## src/rtl/moore_1011_pkg.sv

```systemverilog
// Shared types and constants for the 1-0-1-1 serial sequence detector.
package moore_1011_pkg;

    typedef enum logic [2:0] {
        S_IDLE = 3'd0,
        S_1    = 3'd1,
        S_10   = 3'd2,
        S_101  = 3'd3,
        S_1011 = 3'd4
    } state_t;

    localparam logic [3:0] PATTERN = 4'b1011;

endpackage

```

## src/rtl/moore_1011.sv

```systemverilog
// Moore detector for the serial pattern 1-0-1-1; out is decoded from the
// registered state only, so it has no combinational path from in.
module moore_1011
    import moore_1011_pkg::*;
#(
    parameter int OVERLAP = 1
) (
    input  logic clk,
    input  logic rst,
    input  logic in,
    output logic out
);

    state_t state_q;
    state_t state_d;

    always_ff @(posedge clk) begin
        if (rst) begin
            state_q <= S_IDLE;
        end else begin
            state_q <= state_d;
        end
    end

    always_comb begin
        state_d = S_IDLE;
        case (state_q)
            S_IDLE: state_d = in ? S_1    : S_IDLE;
            S_1:    state_d = in ? S_1    : S_10;
            S_10:   state_d = in ? S_101  : S_IDLE;
            S_101:  state_d = in ? S_1011 : S_10;
            // After a match the trailing "1" may seed a new "10" prefix
            // only when overlapping detection is enabled.
            S_1011: begin
                if (in) begin
                    state_d = S_1;
                end else begin
                    state_d = (OVERLAP != 0) ? S_10 : S_IDLE;
                end
            end
            default: state_d = S_IDLE;
        endcase
    end

    assign out = (state_q == S_1011);

endmodule

```

## config.mk

```make
export PLATFORM = sky130hd
export DESIGN_NAME = moore_1011
export DESIGN_NICKNAME = d
export VERILOG_FILES = /design/src/rtl/moore_1011_pkg.sv /design/src/rtl/moore_1011.sv
export SDC_FILE = /design/constraint.sdc
export NUM_CORES = 1
export LEC_CHECK = 0
export CAP_MARGIN = 0
export CORE_AREA = 2 2 39 41
export CTS_BUF_LIST = sky130_fd_sc_hd__clkbuf_4
export DETAILED_ROUTE_END_ITERATION = 10
export DIE_AREA = 0 0 41 43
export REMOVE_ABC_BUFFERS = 1
export SLEW_MARGIN = 20
export SYNTH_ARGS = -nofsm -noshare
export SYNTH_HDL_FRONTEND = slang
export SYNTH_SLANG_ARGS = --single-unit
```

## constraint.sdc

```tcl
create_clock -name clk -period 2.7 [get_ports clk]
set_clock_uncertainty 0.05 [all_clocks]
set_input_delay 0.405 -clock clk [delete_from_list [all_inputs] [get_ports clk]]
set_output_delay 0.405 -clock clk [all_outputs]
set_load 0.05 [all_outputs]
```

==> qor.yml, run 1 <==
setup_path:
  cp.required_ns: 2.25
  path_buf_inv: 1
  cp-start-kind: "flop"
  slowest_stage: "clkdlybuf4s50_1"
  crit_path_end_kind: "output pin"
  crit_chain: "nor3b_1, clkdlybuf4s50_1"
  cp.depth: 2
  crit_family: "buffers and inverters"
  startpoint: "state_q[2]"
  reg2reg_depth: 2
  cp_max_fo: 6
  r2r-start: "state_q[0]"
  critical_path_class: "reg -> out"
  endpoint: "out"
  worstPathArrival_ns: 1.63
  critPathMaxStageDelay_ns: 0.83
  timing.rr.end: "state_q[1]"
  r2r_setup_slack_ns: 1.57
synthesis:
  synth.avg_cell_area_um2: 11.4
  yosysSeqAreaShare_pct: 44.0
  synthDistinctLibCells: 8
  synthCells: 12
  syn_area_um2: 136
  yosys_warnings: 0
  synth_seq_cells: 3
final_layout:
  design_area_um2: 216
  drive_gt1_share_pct: 21.1
  syn_to_final_growth_pct: 58.7
  reg_top3: "state_q (3)"
  regArea_um2: 60.1
  num-fill-cells: 148
  top_register: "state_q"
  multi_input_area_um2: 76.3
  antennaDiodeCount: 0
  largest_reg_flops: 3
  finish.net_count: 23
cts:
  numCtsBuffers: 3
  cts_resized: 0
  htree_levels: 1
  clock_latency_ns: 0.23
  postCtsHoldBufs: 0
  clk_root_buffer_cell: "clkbuf_4"
  clk_pin_slew_ns: 0.04
  cts.path.max_buffers: 2
  clock_sinks: 3
  cts_setup_buffers: 0
  cts_tree: "yes"
die:
  initial_core_util_pct: 9.86
  dieHeight_um: 43
  ios: 4
  coreArea_mm2: 0.00138
  std_cell_rows: 14
  dieArea_mm2: 0.00176
  die_x_um: 41
drt:
  vias: 114
  top_layer_used: "met3"
  first_pass_iters: 1
  wl_met1_um: 124
  wl_per_cell_um: 7.26
  final_antenna_net_count: 0
  drtIter0Drc: 0
  totalWireLength_um: 254
  vias_per_cell: 3.26
  wl_met2_um: 121
  wl_met3_um: 7
  drc: 0
placed_design:
  port-buffer-count: 3
  dpl_cell_area_um2: 186
  place_congestion: 0.634
  pre_cts_ws_ns: 0.867
global_routing:
  grt_pass1_vias: 106
  grt_max_degree: 7
  grt_pass1_wl_um: 365
  grt_antenna_before_repair: 0
  grt_remaining_overflow: 0
  track_usage_pct: 3.61
timing:
  slew_headroom_pct: 66.8
  setup_slack_ns: 0.613
  rsz0062_at_grt: "no"
  max_freq_ghz: 0.479
  setup_tns_ns: 0
  worst_pin_slew_ns: 0.497
  finalMaxSlewViolations: 0
  period_share_pct: 77.3
  hold_violations: 0
  setup_viol: 0
  period_needed_ns: 2.09
power_and_ir_drop:
  ir_worst_vdd_mv: 0.180
  totalPowerFinal_mw: 0.142
  leakagePower_nw: 0.0699
  power.density_mw_per_mm2: 657
worst_hold_path:
  whs_path_depth: 2
  hp-class: "reg -> reg"
run_status:
  status: "finished, final reports clean"
run:
  max_cap_violations: 0
routing by layer:
layer	vias to the layer above	track usage, %
met1	49	3.22
met2	4	4.38
li1	61	-
met5	-	0
met3	0	0
met4	0	8.00
power by group:
group	switching [mW]	internal (mW)
Clock	0.0221	0.0653
Sequential	0.00177	0.0461
Combinational	0.00219	0.00469
cells in the mapped netlist, drive strengths merged:
cell | instances | area, µm²
dfxtp | 3 | 60.1
nor3b | 3 | 22.5
a31oi | 1 | 6.26
maj3 | 1 | 10.0
nand3b | 1 | 7.51
or3b | 1 | 8.76
or4b | 1 | 10.0
or4bb | 1 | 11.3
worst register-to-register path, stage by stage, from the launching register on:
cell and delay, ns:
dfxtp_1 0.34, or4bb_1 0.50, a31oi_1 0.17
cells in the final DEF (no fill, tap or decap):
| cell type | netlist | routed |
|---|---|---|
| nand3b_1 | 1 | 1 |
| maj3_1 | 1 | 1 |
| a31oi_1 | 1 | 1 |
| or4bb_1 | 1 | 1 |
| clkdlybuf4s50_1 | 0 | 3 |
| clkbuf_4 | 0 | 4 |
| or3b_1 | 1 | 1 |
| nor3b_1 | 3 | 3 |
| dfxtp_1 | 3 | 3 |
| or4b_1 | 1 | 1 |
per-stage QoR:
step	util, %	hold WS, ns	std cells
floorplan	-	0.424	12
global placement	13.5	0.456	31
detailed placement	13.5	0.460	31
CTS	15.6	0.468	35
global route	15.6	0.495	35
finish	15.6	0.470	35
cells by family after synthesis:
family,Yosys count,synth area share [%]
flip-flops,3,44.0
AO/OA/AOI/OAI,1,4.59
AND/OR/NAND/NOR,7,44.0
adder cells (fa/ha/maj),1,7.34
layout make-up:
type | instances | share of cell area (%)
multi-input cells | 9 | 35.3
flip-flops and latches | 3 | 27.7
clock buffers | 4 | 13.9
repair buffers | 3 | 13.9
well taps | 16 | 9.25
worst min-delay path by stage:
stage                      end       start  slack (ns)
finish              state_q[2]  state_q[1]        0.47
global route        state_q[2]  state_q[1]        0.50
CTS                 state_q[2]  state_q[1]        0.47
detailed placement  state_q[2]  state_q[1]        0.46
global placement    state_q[2]  state_q[0]        0.46
floorplan           state_q[1]         rst        0.42
(Power assumes the default switching activity.)
==> inputs of run 2 (changes only) <==
==> constraint.sdc (replaced) <==
create_clock -name clk -period 2.1 [get_ports clk]
set_clock_uncertainty 0.05 [all_clocks]
set_input_delay 0.315 -clock clk [delete_from_list [all_inputs] [get_ports clk]]
set_output_delay 0.315 -clock clk [all_outputs]
set_load 0.05 [all_outputs]
==> qor.yml, run 2 (same netlist as run 1, synthesis figures left out) <==
power_and_ir_drop:
  totalPowerFinal_mw: 0.181  # +27%
  power.density_mw_per_mm2: 847  # +29%
  leakagePower_nw: 0.0719  # +3.0%
  ir_worst_vdd_mv: 0.402  # +120%
final_layout:
  final_common_cell: "clkbuf_4"
  reg_top3: "state_q (3)"
  mostFrequentLayoutCells: "clkbuf_4, nor3b_1, dfxtp_1"
  design_area_um2: 214  # -1.2%
  drive_gt1_share_pct: 26.3  # +5.3 points
  syn_to_final_growth_pct: 56.9
  finish.net_count: 23  # unchanged
  antennaDiodeCount: 0  # unchanged
  largest_reg_flops: 3  # unchanged
  num-fill-cells: 154  # +4.1%
  top_register: "state_q"
die:
  die_x_um: 41  # unchanged
  dieArea_mm2: 0.00176  # unchanged
  ios: 4  # unchanged
  initial_core_util_pct: 9.86  # unchanged
  coreArea_mm2: 0.00138  # unchanged
  std_cell_rows: 14  # unchanged
  dieHeight_um: 43  # unchanged
setup_path:
  critical_path_class: "reg -> out"
  r2r-start: "state_q[0]"
  critPathMaxStageDelay_ns: 0.37  # -0.46 ns
  cp.required_ns: 1.74  # -0.51 ns
  cp_max_fo: 6  # unchanged
  startpoint: "state_q[2]"
  slowest_stage: "dfxtp_1"
  crit_path_end_kind: "output pin"
  crit_chain: "nor3b_1, buf_4"
  cp-start-kind: "flop"
  worstPathArrival_ns: 1.02  # -0.61 ns
timing:
  period_share_pct: 66.0
  setup_tns_ns: 0  # unchanged
  setup_viol: 0  # unchanged
  finalMaxSlewViolations: 0  # unchanged
  max_freq_ghz: 0.722
  period_needed_ns: 1.39
  worst_pin_slew_ns: 0.165  # -0.332 ns
  rsz0062_at_grt: "no"
  hold_violations: 0  # unchanged
  slew_headroom_pct: 89.0  # +22 points
cts:
  cts_resized: 0  # unchanged
  clock_sinks: 3  # unchanged
  clk_pin_slew_ns: 0.03  # about the same
  cts_setup_buffers: 0  # unchanged
  clk_root_buffer_cell: "clkbuf_4"
  numCtsBuffers: 3  # unchanged
  postCtsHoldBufs: 0  # unchanged
  cts.path.max_buffers: 2  # unchanged
  htree_levels: 1  # unchanged
  clock_latency_ns: 0.23  # about the same
  cts_tree: "yes"
global_routing:
  grtUsageMet3_pct: 4.71  # +4.7 points
  grt_max_degree: 7  # unchanged
  grt_antenna_before_repair: 0  # unchanged
  grt-busiest-layer: "met3"
  grt_remaining_overflow: 0  # unchanged
  grtUsageMet2_pct: 4.69  # +0.31 points
  grtUsageMet1_pct: 3.85  # +0.63 points
  track_usage_pct: 3.91  # +0.30 points
  grt_pass1_wl_um: 414  # +13%
  grt_pass1_vias: 115  # +8.5%
drt:
  totalWireLength_um: 266  # +4.7%
  drtIter0Drc: 1  # +1
  first_pass_iters: 2  # +1
  wl_per_cell_um: 7.60  # +4.7%
  vias: 118  # +3.5%
  vias_per_cell: 3.37  # +3.5%
  final_antenna_net_count: 0  # unchanged
  drc: 0  # unchanged
worst_hold_path:
  min_from: "state_q[0]"
  hp-class: "reg -> reg"
placed_design:
  place_congestion: 0.627  # -1.1%
  dpl_cell_area_um2: 184  # -1.3%
  port-buffer-count: 3  # unchanged
run:
  max_cap_violations: 0  # unchanged
run_status:
  status: "finished, final reports clean"
## run 2: power by group
| group | internal, mW | leakage, nW | switching, mW |
|---|---|---|---|
| Combinational | 0.00601 | 0.0290 | 0.00276 |
| Clock | 0.0839 | 0.0184 | 0.0269 |
| Sequential | 0.0593 | 0.0245 | 0.00232 |
| Total | 0.149 | 0.0719 | 0.0320 |
## run 2: worst paths after layout
check	to	slack, ns	depth (start not counted)
min reg2reg	state_q[2]	0.47	2
min	state_q[2]	0.47	2
max	out	0.71	2
max reg2reg	state_q[1]	1.00	2
## run 2: final cells by class
type / instances / area [µm²] / area share (%)
multi-input cells: 9 / 76.3 / 35.7
flip-flops and latches: 3 / 60.1 / 28.1
repair buffers: 3 / 27.5 / 12.9
clock buffers: 4 / 30.0 / 14.0
well taps: 16 / 20.0 / 9.36
## run 2: metal layers
metal | vias up | share of wire, %
met5 | - | 0
met4 | 0 | 0
met3 | 0 | 6.0
met2 | 4 | 41
met1 | 52 | 53
li1 | 62 | -
## run 2: through the flow
| step | hold slack, ns | worst slack, ns | std cells | utilization [%] |
|---|---|---|---|---|
| 5_1_grt | 0.512 | 0.657 | 35 | 15.5 |
| 6_report | 0.473 | 0.714 | 35 | 15.5 |
| 3_3_place_gp | 0.469 | 0.476 | 31 | 13.3 |
| 3_5_place_dp | 0.470 | 0.493 | 31 | 13.3 |
| 4_1_cts | 0.477 | 0.697 | 35 | 15.5 |
| 2_1_floorplan | 0.334 | 0.208 | 12 | - |
## run 2: worst max-delay path: cells and delay by family, from the launching register on
family                 cells  cell delay, ns
buffers and inverters      1            0.23
DFF                        1            0.37
and+or+nand+nor            1            0.20
